--- src/rtl/mf7_frame_accum.sv ---
// Frame accumulator for 7-bit minifloat codes: decodes each accepted code to an exact integer,
// sums one frame of FRAME_LEN samples (or fewer on flush) and reports sum, count and largest code.
module mf7_frame_accum #(
   parameter int unsigned FRAME_LEN = 16,
   parameter int unsigned CNT_W     = $clog2(FRAME_LEN + 1),
   parameter int unsigned ACC_W     = 18 + CNT_W
) (
   input  logic             clk,
   input  logic             rst,
   input  logic             in_valid,
   output logic             in_ready,
   input  logic [6:0]       in_code,
   input  logic             in_flush,
   output logic             out_valid,
   input  logic             out_ready,
   output logic [ACC_W-1:0] out_sum,
   output logic [CNT_W-1:0] out_count,
   output logic [6:0]       out_max
);

   typedef enum logic [1:0] {StAccum, StClose, StDone} state_e;

   state_e           state_q;
   logic [ACC_W-1:0] acc_q;
   logic [CNT_W-1:0] count_q;
   logic [6:0]       max_q;
   logic             s1_valid_q;
   logic [17:0]      s1_val_q;
   logic             in_ready_q;
   logic             out_valid_q;

   logic             accept;
   logic [17:0]      dec_val;
   logic [CNT_W-1:0] count_inc;
   logic             close_now;
   logic [ACC_W-1:0] acc_add;

   always_comb begin
      dec_val = '0;
      if (in_code[6:3] == 4'd0) begin
         dec_val = {15'd0, in_code[2:0]};
      end else begin
         dec_val = {14'd0, 1'b1, in_code[2:0]} << (in_code[6:3] - 4'd1);
      end
   end

   always_comb begin
      accept    = in_valid & in_ready_q;
      count_inc = count_q + CNT_W'(accept);
      // Flush only closes a frame that holds at least one sample, counting this cycle's beat.
      close_now = (count_inc == CNT_W'(FRAME_LEN)) || (in_flush && (count_inc != '0));
      acc_add   = s1_valid_q ? ACC_W'(s1_val_q) : '0;
   end

   always_ff @(posedge clk) begin
      if (rst) begin
         state_q     <= StAccum;
         acc_q       <= '0;
         count_q     <= '0;
         max_q       <= '0;
         s1_valid_q  <= 1'b0;
         s1_val_q    <= '0;
         in_ready_q  <= 1'b1;
         out_valid_q <= 1'b0;
      end else begin
         unique case (state_q)
            StAccum: begin
               acc_q      <= acc_q + acc_add;
               s1_valid_q <= accept;
               if (accept) begin
                  s1_val_q <= dec_val;
                  count_q  <= count_inc;
                  if (in_code > max_q) max_q <= in_code;
               end
               if (close_now) begin
                  state_q    <= StClose;
                  in_ready_q <= 1'b0;
               end
            end
            StClose: begin
               acc_q       <= acc_q + acc_add;
               s1_valid_q  <= 1'b0;
               out_valid_q <= 1'b1;
               state_q     <= StDone;
            end
            StDone: begin
               if (out_ready) begin
                  acc_q       <= '0;
                  count_q     <= '0;
                  max_q       <= '0;
                  out_valid_q <= 1'b0;
                  in_ready_q  <= 1'b1;
                  state_q     <= StAccum;
               end
            end
            default: begin
               state_q    <= StAccum;
               in_ready_q <= 1'b1;
            end
         endcase
      end
   end

   assign in_ready  = in_ready_q;
   assign out_valid = out_valid_q;
   assign out_sum   = acc_q;
   assign out_count = count_q;
   assign out_max   = max_q;

endmodule

--- config.mk ---
export PLATFORM = sky130hd
export DESIGN_NAME = mf7_frame_accum
export DESIGN_NICKNAME = d
export VERILOG_FILES = /design/src/rtl/mf7_frame_accum.sv
export SDC_FILE = /design/constraint.sdc
export NUM_CORES = 1
export LEC_CHECK = 0
export BUFFER_PORTS_ARGS = -buffer_cell sky130_fd_sc_hd__buf_2
export CAP_MARGIN = 10
export CORE_UTILIZATION = 40
export CTS_CLUSTER_SIZE = 28
export DETAILED_ROUTE_END_ITERATION = 6
export SLEW_MARGIN = 0
export SYNTH_ARGS = -nofsm -noshare
export SYNTH_HDL_FRONTEND = slang
export SYNTH_SLANG_ARGS = --single-unit
--- constraint.sdc ---
create_clock -name clk -period 2.6 [get_ports clk]
set_input_delay 0.26 -clock clk [delete_from_list [all_inputs] [get_ports clk]]
set_output_delay 0.26 -clock clk [all_outputs]
set_load 0.01 [all_outputs]
# After elaboration in Yosys (flattened, before gate mapping)
# Cells that the tools add are included.
[totals]
register_bits = 58
inputBits = 12
elab_cells = 59
[classes]
n_addsub = 3
order_cmp = 1
n_eq_ne = 7
shifts = 1
muxes = 20
bitwise_logic = 2
reduce_logical = 17
[op_table]
columns = ["op", "n"]
rows = [
  ["$pmux W23 S2", 1],
  ["$mux W18", 2],
  ["$add A23 B18 Y23", 1],
  ["$mux W23", 1],
  ["$mux W7", 3],
  ["$shl A4 B4 Y18", 1],
  ["$pmux W7 S2", 1],
  ["$mux W5", 2],
  ["$pmux W5 S2", 1],
  ["$ne A2 B2 Y1 const B", 4],
  ["$reduce_and A2 Y1", 4],
  ["$reduce_bool A2 Y1", 4],
  ["$gt A7 B7 Y1", 1],
  ["$pmux W2 S3", 1],
  ["$reduce_and A3 Y1", 2],
  ["$add A5 B1 Y5", 1],
  ["$eq A5 B5 Y1 const B", 1],
  ["$reduce_bool A5 Y1", 1],
  ["$logic_not A4 Y1", 1],
  ["$mux W2", 2],
  ["$pmux W1 S2", 2],
  ["$reduce_and A4 Y1", 1],
  ["$sub A4 B1 Y4 const B", 1],
  ["$mux W1", 3],
  ["other kinds (9)", 9],
]

# Logic depth before layout (Yosys ltp)
[logic_depth]
word_depth = 7
mapped_depth = 11
mapped_depth_nobuf = 10

# Worst setup path before layout
# OpenSTA, ideal clock, no wires.
[synth_timing]
path_kind = "flip-flop to flip-flop"
from = "reg s1_valid_q"
to = "reg acc_q[17], in the netlist out_sum[17]"
setup_ns = 0.062
arrival_time_ns = 2.449
t_required_ns = 2.538
path_slack_ns = 0.089
stages_incl_launch_ff = 9
period_less_slack_ns = 2.511
path_cell_list = "dfxtp_1 clkbuf_1 and2_1 ha_1 nand4_1 or4_4 and2_4 or4_1 nand3_1"
[synth_via]
elab_chain_cells = 3
[synth_lines]
columns = ["item", "line", "source"]
rows = [
  ["start: declaration", "27", "logic s1_valid_q;"],
  ["start signal: assignment", "69", "s1_valid_q <= accept;"],
  ["$mux W18", "52", "acc_add = s1_valid_q ? ACC_W'(s1_val_q) : '0;"],
  ["$add A23 B18 Y23", "68, 81", ""],
  ["$pmux W23 S2", "66", "unique case (state_q)"],
  ["end signal: assignment", "68", "acc_q <= acc_q + acc_add;"],
  ["end signal: assignment", "81", "acc_q <= acc_q + acc_add;"],
  ["end: declaration", "24", "logic [ACC_W-1:0] acc_q;"],
]
# No other way between the ends.
# A chain may end at the register's enable or synchronous reset.

# Final worst setup path
# Same ends and word-level chain as after synthesis.

==> reports/results.tsv <==
stage	metric	value	unit
grt	Overflow after GRT	0	
logic_synthesis	flops & latches, synth	58	
logic_synthesis	Yosys top cell area share	0.322	
power	Leak Pwr	1.98	nW
clock_tree	Skew-Pair Late Insertion Delay	0.34	ns
critical_path	CP max stage cell	or4_4	
critical_path	Crit path largest cell delay	0.56	ns
sta	clk_skew	0.00819	ns
layout	area delta synth->final	22.8	%
detailed_routing	post-route ant nets	0	
logic_synthesis	Netlist Area Pre-Place	0.00361	mm²
die	Initial Util	0.413	
critical_path	Buf/Inv on CP	1	
critical_path	Critical Path AT	2.85	ns
critical_path	critical path startpoint category	register	
die	Die Area	0.00940	mm²
critical_path	CP delay by family, top	simple AND/OR/NAND/NOR gates	
sta	Least-Margin Pin Slew	0.693	ns
detailed_routing	Iter 0 DRT Violations	133	
sta	fmax	0.390	GHz
logic_synthesis	Synth warnings	0	
sta	final worst-path cycle share	0.986	
detailed_routing	drt pass-1 iters	4	
logic_synthesis	sequential area share after synthesis	0.322	
logic_synthesis	Mapped Cells	448	
grt	initial antenna violation count	0	
critical_path	critical-path cell list	buf_4 > and2_1 > ha_4 > nand4_1 > or4_4 > and2_4 > or4_1 > nand3_1	
critical_path	Reg-to-Reg Start	s1_valid_q$_SDFFE_PP0P_	
detailed_routing	wire per inst	14.5	µm
critical_path	R2R cell count	8	
place	RD Place Congestion	0.872	
die	I/O pin count	49	
layout	n_diodes	0	
detailed_routing	total vias in the final route	3457	
clock_tree	CTS H-tree lvls	3	
grt	number of global-route vias before repair	3195	
place	port buffer count	48	
detailed_routing	DR vias/cell	5.48	
critical_path	Worst EP required	2.88	ns
sta	Setup TNS Final	0	ns
sta	crit path time final	2.56	ns
grt	first-pass GRT wire length	15400	µm
sta	Relative slew margins	0.536	
logic_synthesis	top_reg_cell synth	dfxtp_1	
sta	Slew Limit Fails	0	
logic_synthesis	Post-synth EDFFs	0	
die	Rows	34	
min_path	Worst Hold Path EP	s1_val_q[0]$_SDFFE_PP0P_	
sta	Final Setup Violations	0	
clock_tree	CTS tree	done	
sta	final hold viol count	0	
min_path	Hold Path Origin	in_code[0]	
logic_synthesis	Yosys cell types	51	
outcome	outcome	completed	
clock_tree	maximum clock path buffer count	2	
clock_tree	cts hold-fix bufs	0	
layout	fillers	847	
grt	GRT Total Usage	0.203	
die	Die Span Y	96.9	µm
layout	post-layout net count	560	
logic_synthesis	ranking of synthesized cells by area	dfxtp_1, ha_1, nor2_1	
place	DP Wirelength	6850	µm
sta	final hold slack	0.237	ns
critical_path	setup slack on the worst flop-to-flop path	0.04	ns
critical_path	critical-path maximum fanout	12	
logic_synthesis	average size of a mapped cell	8.05	µm²
die	chip width	96.9	µm
logic_synthesis	Synthesized Nets	490	
critical_path	CP Launch Point	s1_valid_q$_SDFFE_PP0P_	
layout	share of layout cells above drive strength 1	0.235	
power	Cell Pwr Density	482	mW/mm²
min_path	Worst Hold Class	input port to register	
clock_tree	CTS Buf Count	9	
detailed_routing	Routed WL	9180	µm
logic_synthesis	asr flop ratio synth	0	
logic_synthesis	post-synth top area cell	dfxtp_1	
clock_tree	Worst-path clk slew	0.07	ns
critical_path	Critical Path End Type	register	
job	Max-Cap Viols	0	
min_path	worst hold path stage count	3	
grt	largest net degree at the start of global routing	31	
detailed_routing	drt drc	0	
critical_path	terminus of the critical flop-to-flop path	out_sum[17]$_SDFFE_PP0P_	
die	Core Footprint	0.00872	mm²
clock_tree	Clock Sinks	58	
critical_path	Setup CP Type	register to register	
power	Max VDD drop	0.269	mV
clock_tree	CTS Root Cell	clkbuf_8	
-- final cells by class --
type / count / area, µm² / share of cell area
multi-input cells: 353 / 2440 / 0.551
flip-flops and latches: 58 / 1160 / 0.263
repair buffers: 76 / 450 / 0.102
clock buffers: 13 / 149 / 0.0336
well taps: 108 / 135 / 0.0305
inverters: 20 / 75.1 / 0.0170
clock inverters: 3 / 15.0 / 0.00339
-- stage by stage --
| stage | utilization | std cells | instance area [µm²] | power, mW | setup slack [ns] |
|---|---|---|---|---|---|
| after floorplan | - | 448 | 3610 | 1.28 | 0.0891 |
| after global placement | 0.471 | 612 | 4110 | 1.41 | 0.0536 |
| final | 0.508 | 631 | 4430 | 2.14 | 0.0357 |
| after global routing | 0.508 | 631 | 4430 | 2.27 | -0.0281 |
| after CTS | 0.490 | 628 | 4280 | 2.16 | 0.0106 |
| after detailed placement | 0.471 | 612 | 4110 | 1.42 | -0.0349 |
-- state kept, by name (all words and copies together), names as in the netlist --
register	cells
out_valid	1
out_count	5
in_ready	1
s1_valid_q	1
state_q	2
out_max	7
out_sum	23
s1_val_q	18
-- synth_stat cells (all sizes together) (2+ instances only) --
cell type	count
ha	29
buf	3
nor2	59
a22o	9
o21bai	3
o21a	2
a21oi	28
o31ai	5
a32oi	6
nor3	5
xnor2	11
mux2	7
nor4	2
nand4	9
a22oi	18
o21ai	17
a21o	10
o211ai	3
nor2b	4
a31oi	8
and2	19
inv	20
xor2	7
clkbuf	14
dfxtp	58
nand2	41
or3	4
or2	4
or4	2
nand3	13
o22ai	3
and3	4
mux2i	5
nand2b	4
-- cell families (layout without fill, tap and decap cells) --
kind of cell             after synthesis  count (layout)  synth area share
flip-flops                            58              58             0.322
multiplexers                          12              12            0.0357
adder cells (fa/ha/maj)               30              30             0.106
AND/OR/NAND/NOR                      173             173             0.228
XOR/XNOR                              18              18            0.0437
buffers and inverters                 37             112            0.0385
AO/OA/AOI/OAI                        120             120             0.226
-- where the power goes --
part | switching [mW] | total (mW) | internal, mW | leakage (nW)
Clock | 0.366 | 0.734 | 0.368 | 0.0872
Sequential | 0.0366 | 0.973 | 0.936 | 0.470
Combinational | 0.256 | 0.429 | 0.173 | 1.42
Total | 0.658 | 2.14 | 1.48 | 1.98
-- worst register-to-register path: stages (launching register included) --
cell	delay (ns)
dfxtp_4	0.36
buf_4	0.17
and2_1	0.19
ha_4	0.29
nand4_1	0.14
or4_4	0.56
and2_4	0.18
or4_1	0.50
nand3_1	0.10
-- per-layer routing --
layer  track usage  part of all wire  vias to the layer above
li1              -                 -                     1762
met3        0.0448             0.046                       11
met5             0                 0                        -
met1         0.264              0.47                     1605
met4        0.0758             0.015                        0
met2         0.327              0.47                       79
-- worst max-delay path by stage --
stage / end / slack (ns) / depth (start not counted)
floorplan: out_sum[17]$_SDFFE_PP0P_ / 0.09 / 8
global placement: out_sum[18]$_SDFFE_PP0P_ / 0.05 / 12
detailed placement: out_sum[18]$_SDFFE_PP0P_ / -0.03 / 12
CTS: out_sum[17]$_SDFFE_PP0P_ / 0.01 / 9
global route: out_sum[17]$_SDFFE_PP0P_ / -0.03 / 8
finish: out_sum[17]$_SDFFE_PP0P_ / 0.04 / 8
-- timing repair --
| item | in CTS | in global routing |
|---|---|---|
| buffers inserted | 0 | 3 |
| endpoints found under the setup margin | 3 | 9 |
| pin swaps | 0 | 7 |
| resized for setup | 2 | 17 |
-- placed cells by master, fill, tap and decap left out, types with 10 or more instances in the layout --
cell	instances
nor2_1	59
dfxtp_1	57
buf_2	48
nand2_1	41
buf_4	28
a21oi_1	26
ha_1	22
inv_1	20
a22oi_1	18
o21ai_0	17
and2_1	16
nand3_1	13
xnor2_1	11
clkbuf_8	10
(Power assumes the default switching activity.)
